### src/rtl/control_pkg.sv
// Purpose: shared opcodes, control-word layout, FSM states and opcode-class helpers.
// Latency: n/a (types and functions only).
// Backpressure: n/a.
package control_pkg;

  localparam int FIELD_W = 5;

  localparam logic [FIELD_W-1:0] OP_NOP  = 5'b00000;
  localparam logic [FIELD_W-1:0] OP_STR  = 5'b00001;
  localparam logic [FIELD_W-1:0] OP_LDR  = 5'b00010;
  localparam logic [FIELD_W-1:0] OP_BNE  = 5'b00011;
  localparam logic [FIELD_W-1:0] OP_ADD1 = 5'b00100;
  localparam logic [FIELD_W-1:0] OP_VSTR = 5'b10001;
  localparam logic [FIELD_W-1:0] OP_VLDR = 5'b10010;
  localparam logic [FIELD_W-1:0] OP_ARK  = 5'b10011;
  localparam logic [FIELD_W-1:0] OP_SHR  = 5'b10100;
  localparam logic [FIELD_W-1:0] OP_MIXC = 5'b10101;
  localparam logic [FIELD_W-1:0] OP_ROTW = 5'b10110;
  localparam logic [FIELD_W-1:0] OP_RCON = 5'b10111;

  // MSB-first layout of the control word; alu fields are resized at the top level.
  typedef struct packed {
    logic               rsvd;
    logic               load;
    logic               wre;
    logic               vector_wre;
    logic               wme_a;
    logic               wme_b;
    logic [1:0]         wb_mux;
    logic [1:0]         vwb_mux;
    logic [FIELD_W-1:0] alu_op;
    logic [FIELD_W-1:0] alu_vector_op;
  } ctrl_word_t;

  typedef enum logic [1:0] {IDLE, LOAD_WAIT, VEC_WAIT} ctrl_state_t;

  // Multi-cycle AES ops that occupy the vector unit.
  function automatic logic is_aes_op(input logic [FIELD_W-1:0] op);
    return (op >= OP_ARK) && (op <= OP_RCON);
  endfunction

  // Loads that need nop bubbles behind them.
  function automatic logic is_load_op(input logic [FIELD_W-1:0] op);
    return (op == OP_LDR) || (op == OP_VLDR);
  endfunction

endpackage

### src/rtl/opcode_decoder.sv
// Purpose: combinational opcode -> control word, illegal flag and op class.
// Latency: 0 cycles (pure combinational).
// Backpressure: none; caller decides when the result is consumed.
module opcode_decoder
  import control_pkg::*;
#(
  parameter int OPCODE_W = 5
) (
  input  logic [OPCODE_W-1:0] opcode,
  output ctrl_word_t          word,
  output logic                illegal,
  output logic                load_op,
  output logic                aes_op
);

  // Opcodes wider than the table are legal only when the extra bits are zero.
  localparam int PAD_W = (OPCODE_W > FIELD_W) ? OPCODE_W : FIELD_W;

  logic [PAD_W-1:0]   op_ext;
  logic [FIELD_W-1:0] op5;
  logic               high_clear;

  assign op_ext     = PAD_W'(opcode);
  assign op5        = op_ext[FIELD_W-1:0];
  assign high_clear = ((op_ext >> FIELD_W) == '0);
  assign load_op    = high_clear && is_load_op(op5);
  assign aes_op     = high_clear && is_aes_op(op5);

  // Field table; unknown opcodes fall back to an all-zero (nop) word.
  always_comb begin
    word    = '0;
    illegal = 1'b0;
    if (!high_clear) begin
      illegal = 1'b1;
    end else begin
      case (op5)
        OP_NOP: ;
        OP_STR: begin
          word.wme_a  = 1'b1;
          word.alu_op = OP_STR;
        end
        OP_LDR: begin
          word.load   = 1'b1;
          word.wre    = 1'b1;
          word.alu_op = OP_LDR;
        end
        OP_BNE: word.alu_op = OP_BNE;
        OP_ADD1: begin
          word.wre    = 1'b1;
          word.wb_mux = 2'b01;
          word.alu_op = OP_ADD1;
        end
        OP_VSTR: begin
          word.wme_b         = 1'b1;
          word.alu_vector_op = OP_VSTR;
        end
        OP_VLDR: begin
          word.vector_wre    = 1'b1;
          word.alu_vector_op = OP_VLDR;
        end
        OP_ARK, OP_SHR, OP_MIXC, OP_ROTW, OP_RCON: begin
          word.vector_wre    = 1'b1;
          word.vwb_mux       = 2'b01;
          word.alu_vector_op = op5;
        end
        default: illegal = 1'b1;
      endcase
    end
  end

endmodule

### src/rtl/pipelined_control_unit.sv
// Purpose: registered opcode decode with load bubbles and vector-unit occupancy hold.
// Latency: 1 cycle from accept to control_signals.
// Backpressure: issue_ready low while stalled, in load bubbles, or while the vector unit is busy.
module pipelined_control_unit
  import control_pkg::*;
#(
  parameter  int OPCODE_W     = 5,
  parameter  int ALU_OP_W     = 5,
  parameter  int VEC_LAT      = 4,
  parameter  int LOAD_BUBBLES = 1,
  localparam int CTRL_W       = 10 + 2*ALU_OP_W
) (
  input  logic                clk,
  input  logic                rst,
  input  logic [OPCODE_W-1:0] opCode,
  input  logic                instr_valid,
  output logic                issue_ready,
  input  logic                stall,
  input  logic                flush,
  output logic [CTRL_W-1:0]   control_signals,
  output logic                ctrl_valid,
  output logic                vec_busy,
  output logic                illegal_op
);

  localparam logic [3:0] LB_CNT  = 4'(LOAD_BUBBLES);
  localparam logic [3:0] VEC_CNT = 4'(VEC_LAT - 1);

  ctrl_state_t       state;
  logic [3:0]        cnt;
  ctrl_word_t        dec_word;
  logic              dec_illegal;
  logic              dec_load;
  logic              dec_aes;
  logic [CTRL_W-1:0] dec_flat;

  opcode_decoder #(.OPCODE_W(OPCODE_W)) u_dec (
    .opcode  (opCode),
    .word    (dec_word),
    .illegal (dec_illegal),
    .load_op (dec_load),
    .aes_op  (dec_aes)
  );

  assign dec_flat = {dec_word.rsvd, dec_word.load, dec_word.wre, dec_word.vector_wre,
                     dec_word.wme_a, dec_word.wme_b, dec_word.wb_mux, dec_word.vwb_mux,
                     ALU_OP_W'(dec_word.alu_op), ALU_OP_W'(dec_word.alu_vector_op)};

  // Only IDLE accepts; flush does not gate ready, it just blocks the accept.
  assign issue_ready = (state == IDLE) && !stall;

  // Issue FSM. VEC_WAIT covers the AES output cycle plus VEC_LAT-1 nop cycles,
  // so vec_busy stays high for VEC_LAT cycles in total.
  always_ff @(posedge clk) begin
    if (rst) begin
      state           <= IDLE;
      cnt             <= '0;
      control_signals <= '0;
      ctrl_valid      <= 1'b0;
      vec_busy        <= 1'b0;
      illegal_op      <= 1'b0;
    end else if (flush) begin
      state           <= IDLE;
      cnt             <= '0;
      control_signals <= '0;
      ctrl_valid      <= 1'b0;
      vec_busy        <= 1'b0;
      illegal_op      <= 1'b0;
    end else if (stall) begin
      illegal_op <= 1'b0;
    end else begin
      control_signals <= '0;
      ctrl_valid      <= 1'b0;
      vec_busy        <= 1'b0;
      illegal_op      <= 1'b0;
      case (state)
        IDLE: begin
          if (instr_valid) begin
            control_signals <= dec_flat;
            ctrl_valid      <= !dec_illegal;
            illegal_op      <= dec_illegal;
            if (dec_load && (LOAD_BUBBLES > 0)) begin
              state <= LOAD_WAIT;
              cnt   <= LB_CNT;
            end
            if (dec_aes) begin
              vec_busy <= 1'b1;
              if (VEC_LAT > 1) begin
                state <= VEC_WAIT;
                cnt   <= VEC_CNT;
              end
            end
          end
        end
        LOAD_WAIT: begin
          cnt <= cnt - 4'd1;
          if (cnt == 4'd1) state <= IDLE;
        end
        VEC_WAIT: begin
          if (cnt == 4'd0) begin
            state <= IDLE;
          end else begin
            cnt      <= cnt - 4'd1;
            vec_busy <= 1'b1;
          end
        end
        default: state <= IDLE;
      endcase
    end
  end

endmodule

### config.mk
export PLATFORM = sky130hd
export DESIGN_NAME = pipelined_control_unit
export DESIGN_NICKNAME = d
export VERILOG_FILES = /design/src/rtl/control_pkg.sv /design/src/rtl/opcode_decoder.sv /design/src/rtl/pipelined_control_unit.sv
export SDC_FILE = /design/constraint.sdc
export NUM_CORES = 1
export LEC_CHECK = 0
export ABC_AREA = 0
export CORE_UTILIZATION = 45
export CTS_CLUSTER_DIAMETER = 40
export CTS_CLUSTER_SIZE = 12
export DETAILED_ROUTE_END_ITERATION = 12
export GPL_TIMING_DRIVEN = 1
export PLACE_DENSITY = 0.76
export SYNTH_ARGS = -nofsm -noshare
export SYNTH_HDL_FRONTEND = slang
export SYNTH_SLANG_ARGS = --single-unit
### constraint.sdc
create_clock -name clk -period 3.75 [get_ports clk]
set_input_delay 0.9375 -clock clk [delete_from_list [all_inputs] [get_ports clk]]
set_output_delay 0.9375 -clock clk [all_outputs]
set_load 0.02 [all_outputs]
==> After elaboration in Yosys (flattened, before gate mapping) <==
Cells that the tools add are included.
W data, S select, Z words.
{ "totals": {"latchBits": 0, "rom_bits": 0, "mem_bits_rw": 0, "ff_bits": 29, "output_inout_bits": 24, "inputBits": 10, "word_cells": 76, "memories": 0} }
{ "classes": {"bitwise": 3, "order_cmp": 2, "eq_ne": 19, "muxes": 29, "div": 0, "n_shift": 0, "n_reduce_logical": 16, "mul": 0, "add_sub_neg": 1} }
{ "ops": {"columns": ["cell", "count"], "rows": [
  ["$mux W19", 2],
  ["$eq A5 B5 Y1 const B", 7],
  ["$mux W4", 4],
  ["$pmux W5 S3", 1],
  ["$mux W1", 13],
  ["$pmux W3 S4", 1],
  ["$pmux W4 S3", 1],
  ["$reduce_or A12 Y1", 1],
  ["$eq A5 B2 Y1 const B", 2],
  ["$mux W2", 5],
  ["$reduce_and A5 Y1", 2],
  ["$reduce_or A5 Y1", 2],
  ["$ne A2 B2 Y1 const B", 4],
  ["$pmux W2 S3", 1],
  ["$reduce_or A6 Y1", 1],
  ["$eq A5 B1 Y1 const B", 1],
  ["$eq A5 B3 Y1 const B", 1],
  ["$ge A5 B5 Y1 const B", 1],
  ["$le A5 B5 Y1 const B", 1],
  ["$logic_not A5 Y1", 1],
  ["$eq A4 B1 Y1 const B", 1],
  ["$logic_not A4 Y1", 1],
  ["$reduce_or A2 Y1", 2],
  ["$sub A4 B1 Y4 const B", 1],
  ["10 further kinds", 13]
]} }

==> Longest topological paths before layout <==
Gate-level depths: netlist (run 1).
{ "depth": {"ltp_word": 6, "mapped_depth": 6, "mapped_depth_nobuf": 6} }

==> Hierarchy <==
From an unflattened synthesis (run 1), not the netlist that was laid out.
{ "hier_totals": {"cells_unflattened": 176, "hier_area_um2": 1522.7} }
{ "modules_own_cells": {"columns": ["mod", "n_inst", "seq_area_each_um2", "area_per_inst_um2", "cells_per_inst"], "rows": [
  ["pipelined_control_unit", 1, 580.6, 1262.5, 136],
  ["opcode_decoder", 1, 0.0, 260.2, 40]
]} }

==> Worst setup path after synthesis (run 1) <==
OpenSTA, ideal clock, no wires.
{ "synth_timing": {"kind": "input to output", "start": "input port stall", "end": "output port issue_ready", "stages": 1, "path_buffers": 0, "arrival_ps": 1273, "required_ps": 2812, "slack_ps": 1539, "path_cell_list": "nor2b_1"} }
{ "synth_between": {"elab_chain_len": 2} }
{ "synth_rtl": {"columns": ["element", "line_no", "rtl"], "rows": [
  ["start: declaration", "pipelined_control_unit.sv:18", "input logic stall,"],
  ["$logic_not A1 Y1", "pipelined_control_unit.sv:50", "assign issue_ready = (state == IDLE) && !stall;"],
  ["$logic_and A1 B1 Y1", "pipelined_control_unit.sv:50", null],
  ["end: declaration", "pipelined_control_unit.sv:17", "output logic issue_ready,"]
]} }
Every way passes these cells.

==> Worst setup path after layout (run 1) <==
Ends and elaborated chain as after synthesis.

==> results of run 1 <==
per-stage QoR:
stage / total power, mW / hold slack [ns] / util [%] / setup WS, ns
after floorplan: 0.297 / 0.492 / - / 1.54
after global placement: 0.313 / 0.434 / 57.9 / 0.488
after detailed placement: 0.315 / 0.448 / 57.9 / 0.437
after CTS: 0.428 / 0.470 / 59.1 / 0.433
after global routing: 0.444 / 0.490 / 59.1 / 0.349
final: 0.425 / 0.466 / 59.1 / 0.430
state kept, by name, indices dropped and copies added (netlist names):
name / cells
cnt: 4
ctrl_valid: 1
illegal_op: 1
state: 2
vec_busy: 1
control_signals: 14
cells in the final DEF (no fill, tap or decap), drive strengths merged, types with 2 or more instances in the layout:
| cell type | synthesis | routed |
|---|---|---|
| nand2 | 11 | 11 |
| and3 | 3 | 3 |
| a22o | 3 | 3 |
| a211oi | 2 | 2 |
| dfxtp | 23 | 23 |
| nand3 | 3 | 3 |
| a32o | 8 | 8 |
| o21ai | 4 | 4 |
| a21oi | 4 | 4 |
| conb | 1 | 5 |
| nor2b | 2 | 2 |
| ha | 6 | 6 |
| inv | 9 | 9 |
| nor3 | 6 | 6 |
| clkdlybuf4s50 | 0 | 28 |
| nor2 | 8 | 8 |
| clkbuf | 1 | 3 |
where the power goes:
part	switching (mW)	leakage (nW)	internal, mW
Combinational	0.0373	0.344	0.0248
Clock	0.0746	0.0139	0.0405
Sequential	0.00138	0.186	0.246
metal layers:
layer	track usage, %	up-vias	share of wire (%)
li1	-	495	-
met1	23.3	476	47
met2	34.0	30	48
met3	3.16	2	5.2
met4	5.70	0	0.59
met5	0	-	0
worst paths after layout:
| check | to | slack [ns] |
|---|---|---|
| min | control_signals[4] | 0.47 |
| max | issue_ready | 0.43 |
| min reg2reg | control_signals[4] | 0.47 |
| max reg2reg | state[1] | 1.90 |
tightest hold or removal path, delay by kind of cell (launching register included):
kind	cells	cell delay, ns
simple gates	1	0.05
compound gates	1	0.05
flops	1	0.34
logic make-up after synthesis:
kind of cell | Yosys count | share of synthesized area (%)
AO/OA/AOI/OAI | 30 | 22.2
XOR/XNOR | 1 | 0.735
adder cells (fa/ha/maj) | 6 | 6.30
buffers and inverters | 20 | 9.34
flip-flops | 23 | 38.6
multiplexers | 1 | 0.944
other | 1 | 0.314
AND/OR/NAND/NOR | 45 | 21.5
final cells by class:
type,instances,share of cell area (%)
multi-input combinational,88,43.0
sequential,23,31.2
timing repair buffer,28,19.0
tap,30,2.54
inverter,9,2.29
clock buffer,3,1.52
clock inverter,1,0.508
==> impl_metrics.ini, run 1 <==
[critical_path]
r2r_start = cnt[0]
crit_chain = clkdlybuf4s50_1 -> nor2b_1 -> clkdlybuf4s50_1
cp_max_fo = 11
crit_start = stall
slowest_stage = clkdlybuf4s50_1
crit_cells = 3
cpLargestDelayFamily = buffers and inverters
cp.buffers_inverters = 2
reg2reg_depth = 6
crit_path_end_kind = output port
crit_path_start_kind = primary input
cp.required_ns = 2.81
slowest_delay_ns = 0.63
cpMostUsedCell = clkdlybuf4s50_1
worst_ep_arrival_time_ns = 2.38
path_class = in2out

[die]
io_pins = 34
rows = 18
coreArea_mm2 = 0.00250
dieArea_mm2 = 0.00286
initial_core_util_pct = 47.7
fp.dieW_um = 53.5
fp.dieH_um = 53.5

[finish]
area_growth_syn_to_layout_pct = 23.9
fill_cells = 231
multi_input_area_um2 = 636
fin_nets = 169
final_cells = 182
drive_gt1_share_pct = 9.21
antenna_cells = 0
regArea_um2 = 460
fin_area_mm2 = 0.00148

[synth]
async_flop_share_pct = 0
yosys-top-cells-count = dfxtp_1, nand2_1, inv_1
yosysSeqAreaShare_pct = 38.6
netlist_area_mm2 = 0.00119
synth_area_leaders = dfxtp_1, ha_1, a32o_1
ys_types = 46
synth_edf_count = 0
synth.most_common_cell = dfxtp_1
avgSynthCellArea_um2 = 9.39
yosysWarnings = 0
synth_cells = 127
yosysTopAreaCellShare_pct = 38.6
synth-seq-cells = 23
synth_ff_type = dfxtp_1
yosys.area.top_type = dfxtp_1

[clock_network]
h-tree-depth = 1
clk_latency_ns = 0.30
cts_root_buf = clkbuf_4
clk_path_buf_depth = 2
cts_resized = 0
cts_tree = yes
clock_sinks = 23
cts_buffers = 3
clk_pin_slew_ns = 0.13
postCtsSetupBuffers = 0
cts_hold_buf = 0

[pwr]
irDropWorstVdd_uv = 218
powerDensity_mw_per_mm2 = 288
leakage_nw = 0.543

[global_route]
grt_max_degree = 15
grt_pass1_wl_um = 4040
grt_overflow = 0
grt_usage_pct = 19.2
antenna_found_initial = 0
grt_pass1_vias = 973

[routing]
ant_nets = 0
wl_per_cell_um = 14.0
first_pass_iters = 4
viasPerCell = 5.51
vias = 1003
wirelength_um = 2550
drt_first_iter_violations = 25
drcViolationCount = 0

[placement]
gp_congestion = 0.821
postPlaceCellArea_mm2 = 0.00145
dp.final_hpwl_um = 1930
io_buffers = 28
place_inst = 178

[hold_path]
hp-class = reg2reg
hold_depth = 2
min-delay-start = control_signals[4]

[timing]
drv_slew = 0
finalHoldViolations = 0
rsz0062_at_grt = false
fin_crit_sh_pct = 88.5
setup_violations = 0
tns_ns = 0
fmax_mhz = 301
clock-skew-final_ns = 0.00310
min_period_ns = 3.32

[flow_run]
max_cap_violations = 0

[run_status]
status = completed
Power figures use the tool's default switching activity.
==> run 2: changes to the inputs <==
- ABC_AREA: 0 -> 1
- CTS_BUF_LIST: not set -> sky130_fd_sc_hd__clkbuf_8
- PLACE_DENSITY: 0.76 -> 0.75
==> run 2 against run 1 <==
Effect of this change:
- critical path depth is the same
- register-to-register slack gained 0.28 ns
- combinational power grew 8.5%
- highest routed layer unchanged
- setup slack gained 0.22 ns
- core utilization grew 2.5 points
- clock skew shrank 0.0023 ns
==> impl_metrics.ini, run 2 <==
[critical_path]
crit_chain = clkdlybuf4s50_1 -> nor2_4 -> clkdlybuf4s50_1
path_class = in2out
crit_path_end_kind = output port
cpMostUsedCell = clkdlybuf4s50_1
cp_max_fo = 2
slowest_stage = clkdlybuf4s50_1
r2r_start = state[0]
cp.required_ns = 2.81
crit_path_start_kind = primary input
rr_endpoint = cnt[2]
reg2reg_depth = 11
slowest_delay_ns = 0.61
cpLargestDelayFamily = buffers and inverters
cp.buffers_inverters = 2
worst_ep_arrival_time_ns = 2.16
r2r_slack_ns = 2.18

[timing]
min_period_ns = 3.10
fin_crit_sh_pct = 82.7
tns_ns = 0
clock-skew-final_ns = 0.000834
setup_violations = 0
finalHoldViolations = 0
fmax_mhz = 322
rsz0062_at_grt = false
drv_slew = 0

[routing]
drt_first_iter_violations = 43
wirelength_um = 2820
viasPerCell = 5.30
vias = 1171
first_pass_iters = 5
wl_per_cell_um = 12.8
drcViolationCount = 0
ant_nets = 0

[clock_network]
clk_latency_ns = 0.27
cts_resized = 0
postCtsSetupBuffers = 0
cts_buffers = 3
cts_tree = yes
clk_pin_slew_ns = 0.09
cts_hold_buf = 0
clock_sinks = 23
h-tree-depth = 1
clk_path_buf_depth = 2
cts_root_buf = clkbuf_8

[hold_path]
hp-class = reg2reg
min-delay-start = control_signals[3]
min_to = control_signals[3]
hold_depth = 2

[finish]
final_util_pct = 61.7
fin_area_mm2 = 0.00157
largest_reg_flops = 14
area_growth_syn_to_layout_pct = 26.3
final_cells = 221
antenna_cells = 0
largestRegisters = control_signals x14, cnt x4, state x2
final_cell_mix = nand2_1, clkdlybuf4s50_1, nand3_1
drive_gt1_share_pct = 13.6
top_register = control_signals
fin_nets = 208
final_common_cell = nand2_1

[synth]
yosysSeqAreaShare_pct = 37.1
synth_top_family_by_area = simple AND/OR/NAND/NOR gates
async_flop_share_pct = 0
ys_types = 27
netlist_area_mm2 = 0.00124
yosysWarnings = 0
yosysTopAreaCellShare_pct = 37.1
avgSynthCellArea_um2 = 7.62
synth-compound-area-share_pct = 8.26
synth-seq-cells = 23
muxShareOfSynthArea_pct = 0
synth_edf_count = 0
synth_cells = 163
synth_ff_type = dfxtp_1
synth-simple-area-share_pct = 37.5
synth.most_common_cell = nand2_1
yosys-top-cells-count = nand2_1, nand3_1, dfxtp_1
synth-xor-area-share_pct = 0
synth-adder-area-share_pct = 6.04
yosys.area.top_type = dfxtp_1
synth_area_leaders = dfxtp_1, nand3_1, nand2_1

[pwr]
p_int_mw = 0.345
switching_share_pct = 27.3
pwr-share-clk_pct = 33.6
p_sw_mw = 0.129
leakage_nw = 0.710
powerDensity_mw_per_mm2 = 302
combPwrFrac_pct = 14.2
irDropWorstVdd_uv = 209
seqPwrFrac_pct = 52.2

[die]
dieArea_mm2 = 0.00298
rows = 18
fp.dieH_um = 54.5
fp.dieW_um = 54.5
io_pins = 34
initial_core_util_pct = 48.8
coreArea_mm2 = 0.00254

[global_route]
grt_pass1_wl_um = 4440
antenna_found_initial = 0
grt_pass1_vias = 1042
grt_max_degree = 20
grt_usage_pct = 20.8
grt_overflow = 0

[run_status]
status = completed

[placement]
dp.final_hpwl_um = 2030
postPlaceCellArea_mm2 = 0.00152
place_inst = 217
io_buffers = 28
gp_congestion = 0.828

[flow_run]
max_cap_violations = 0
## run 2: worst max-delay path by stage
stage | from | to | slack, ns | cells after the start
2_1_floorplan | stall | issue_ready | 1.52 | 2
3_3_place_gp | stall | issue_ready | 0.65 | 3
3_5_place_dp | stall | issue_ready | 0.65 | 3
4_1_cts | stall | issue_ready | 0.64 | 3
5_1_grt | stall | issue_ready | 0.61 | 3
6_report | stall | issue_ready | 0.65 | 3
## run 2: cells by family (layout without fill, tap and decap cells)
kind of cell             count (synthesis)  after routing
AND/OR/NAND/NOR                         87             87
flip-flops                              23             23
AO/OA/AOI/OAI                           17             17
other                                    1              5
buffers and inverters                   29             53
adder cells (fa/ha/maj)                  6              6
## run 2: power by group through the flow
stage               registers (mW)  logic, mW  clock network [mW]
floorplan                    0.255     0.0449                   0
global placement             0.253     0.0656                   0
detailed placement           0.253     0.0662                   0
CTS                          0.247     0.0671               0.158
global route                 0.248     0.0739               0.167
finish                       0.247     0.0675               0.159
## run 2: final cells by class
cell class	count	area, um2
Inverter	20	75.1
Sequential cell	23	460
Clock inverter	1	5.00
Multi-Input combinational cell	115	662
Clock buffer	3	41.3
Fill cell	239	976
Tap cell	30	37.5
Timing Repair Buffer	29	288
## run 2: through the flow
step / power, mW / setup slack, ns / hold WS, ns
finish: 0.474 / 0.649 / 0.458
detailed placement: 0.319 / 0.648 / 0.436
floorplan: 0.300 / 1.52 / 0.453
CTS: 0.472 / 0.641 / 0.456
global placement: 0.319 / 0.655 / 0.444
global route: 0.489 / 0.606 / 0.488
## run 2: worst min-delay path: cells and delay by family (launching register included)
family	cells	cell delay (ns)
flops	1	0.32
simple gates	2	0.10
## run 2: per-layer routing
metal  wire [um]  global-route usage, %  vias up
met3         173                   3.06        9
met4          59                   7.69        0
li1            -                      -      579
met5           0                      0        -
met2        1300                   34.6       53
met1        1290                   26.9      530
==> run 3: changes to the inputs <==
- CORE_UTILIZATION: 45 -> 44
- PLACE_DENSITY: 0.75 -> 0.77
- clock period: 3.75 -> 2.5 ns (I/O delays scaled with it)
==> run 3 against run 2 <==
Effect of this change:
- core utilization increased by 0.14 points
- count of clock-buffer cells in the layout stayed put
- via count increased by 0.34%
- global-route usage increased by 1.7 points
- die area increased by 2.2%
- non-clock buffer count up 2
- combinational power rose by 56%
- sequential share of layout area is 0.32 points lower
- critical path type unchanged
- critical endpoint unchanged
- largest power group unchanged
==> impl_metrics.ini, run 3 (same netlist as run 2, synthesis figures left out) <==
[critical_path]
crit_path_start_kind = primary input
path_class = in2out
worst_ep_arrival_time_ns = 1.81
cp_max_fo = 2
crit_path_end_kind = output port
reg2reg_depth = 11
cp.required_ns = 1.88

[finish]
final_cell_mix = nand2_1, clkdlybuf4s50_1, nand3_1
drive_gt1_share_pct = 15.0
final_common_cell = nand2_1
antenna_cells = 0
area_growth_syn_to_layout_pct = 27.7
fin_nets = 210
top_register = control_signals
largest_reg_flops = 14
largestRegisters = control_signals x14, cnt x4, state x2

[flow_run]
max_cap_violations = 0

[routing]
wirelength_um = 2950
ant_nets = 0
drcViolationCount = 0
wl_per_cell_um = 13.2
first_pass_iters = 4
met2_length_um = 1350
highest_layer = met4
vias = 1175
viasPerCell = 5.27
drt_first_iter_violations = 51
wl_met3_um = 164
wl_met1_um = 1370

[clock_network]
cts_hold_buf = 0
cts_resized = 0
h-tree-depth = 1
clk_pin_slew_ns = 0.08
clk_path_buf_depth = 2
postCtsSetupBuffers = 0
clk_latency_ns = 0.27
cts_buffers = 3
cts_root_buf = clkbuf_8
cts_tree = yes
clock_sinks = 23

[die]
io_pins = 34
initial_core_util_pct = 48.4
coreArea_mm2 = 0.00257
fp.dieH_um = 55.1
rows = 18
dieArea_mm2 = 0.00304
fp.dieW_um = 55.1

[timing]
clock-skew-final_ns = 0.00209
setup_violations = 0
min_period_ns = 2.44
rsz0062_at_grt = false
finalHoldViolations = 0
layout_setup_ws_ns = 0.0636
fin_crit_sh_pct = 97.5
drv_slew = 0
tns_ns = 0
hold_slack_ns = 0.463
fmax_mhz = 410

[placement]
dp.final_hpwl_um = 2200
gp_congestion = 0.796
io_buffers = 28
pre_cts_ws_ns = 0.0639

[global_route]
grt_overflow = 0
grt_max_degree = 18
grt_pass1_wl_um = 4880
antenna_found_initial = 0
grt_usage_pct = 22.5
grt_pass1_vias = 1069

[hold_path]
hold_depth = 2
hp-class = reg2reg

[pwr]
finalPower_mw = 0.712
powerDensity_mw_per_mm2 = 449
irDropWorstVdd_uv = 387
leakage_nw = 0.719

[run_status]
status = completed
[run 3: cell types whose count changed in the layout (fill, tap and decap cells not counted)]
cell	change
buf_4	+2
ha_1	-1
ha_2	+1
[run 3: path summary, 6_finish.rpt]
| kind | from | to | slack, ns |
|---|---|---|---|
| min reg2reg | control_signals[3] | control_signals[3] | 0.46 |
| max | stall | issue_ready | 0.06 |
| max reg2reg | state[0] | cnt[3] | 0.97 |
| min | control_signals[3] | control_signals[3] | 0.46 |
[run 3: layer usage]
layer	up-vias	GRT usage, %
li1	579	-
met1	538	31.0
met2	51	34.7
met3	7	2.19
met4	0	11.3
met5	-	0
[run 3: layout make-up]
| cell class | count | area, um2 |
|---|---|---|
| Fill cell | 228 | 981 |
| Multi-Input combinational cell | 115 | 664 |
| Clock buffer | 3 | 41.3 |
| Sequential cell | 23 | 460 |
| Inverter | 20 | 75.1 |
| Clock inverter | 1 | 5.00 |
| Tap cell | 30 | 37.5 |
| Timing Repair Buffer | 31 | 303 |
[run 3: critical path, stage by stage]
cell	delay, ns
clkdlybuf4s50_1	0.46
nor2_4	0.13
clkdlybuf4s50_1	0.60
[run 3: report_power, final]
part	internal [mW]	total, mW	leakage (nW)	switching (mW)
logic	0.0387	0.105	0.508	0.0668
registers	0.369	0.371	0.186	0.00184
clock network	0.112	0.236	0.0255	0.124
[run 3: through the flow]
stage,std cells,instance area [um2],utilization (%)
finish,223,1590,61.8
global route,223,1590,61.8
CTS,223,1580,61.7
detailed placement,219,1540,59.9
global placement,219,1540,59.9
floorplan,167,1260,-
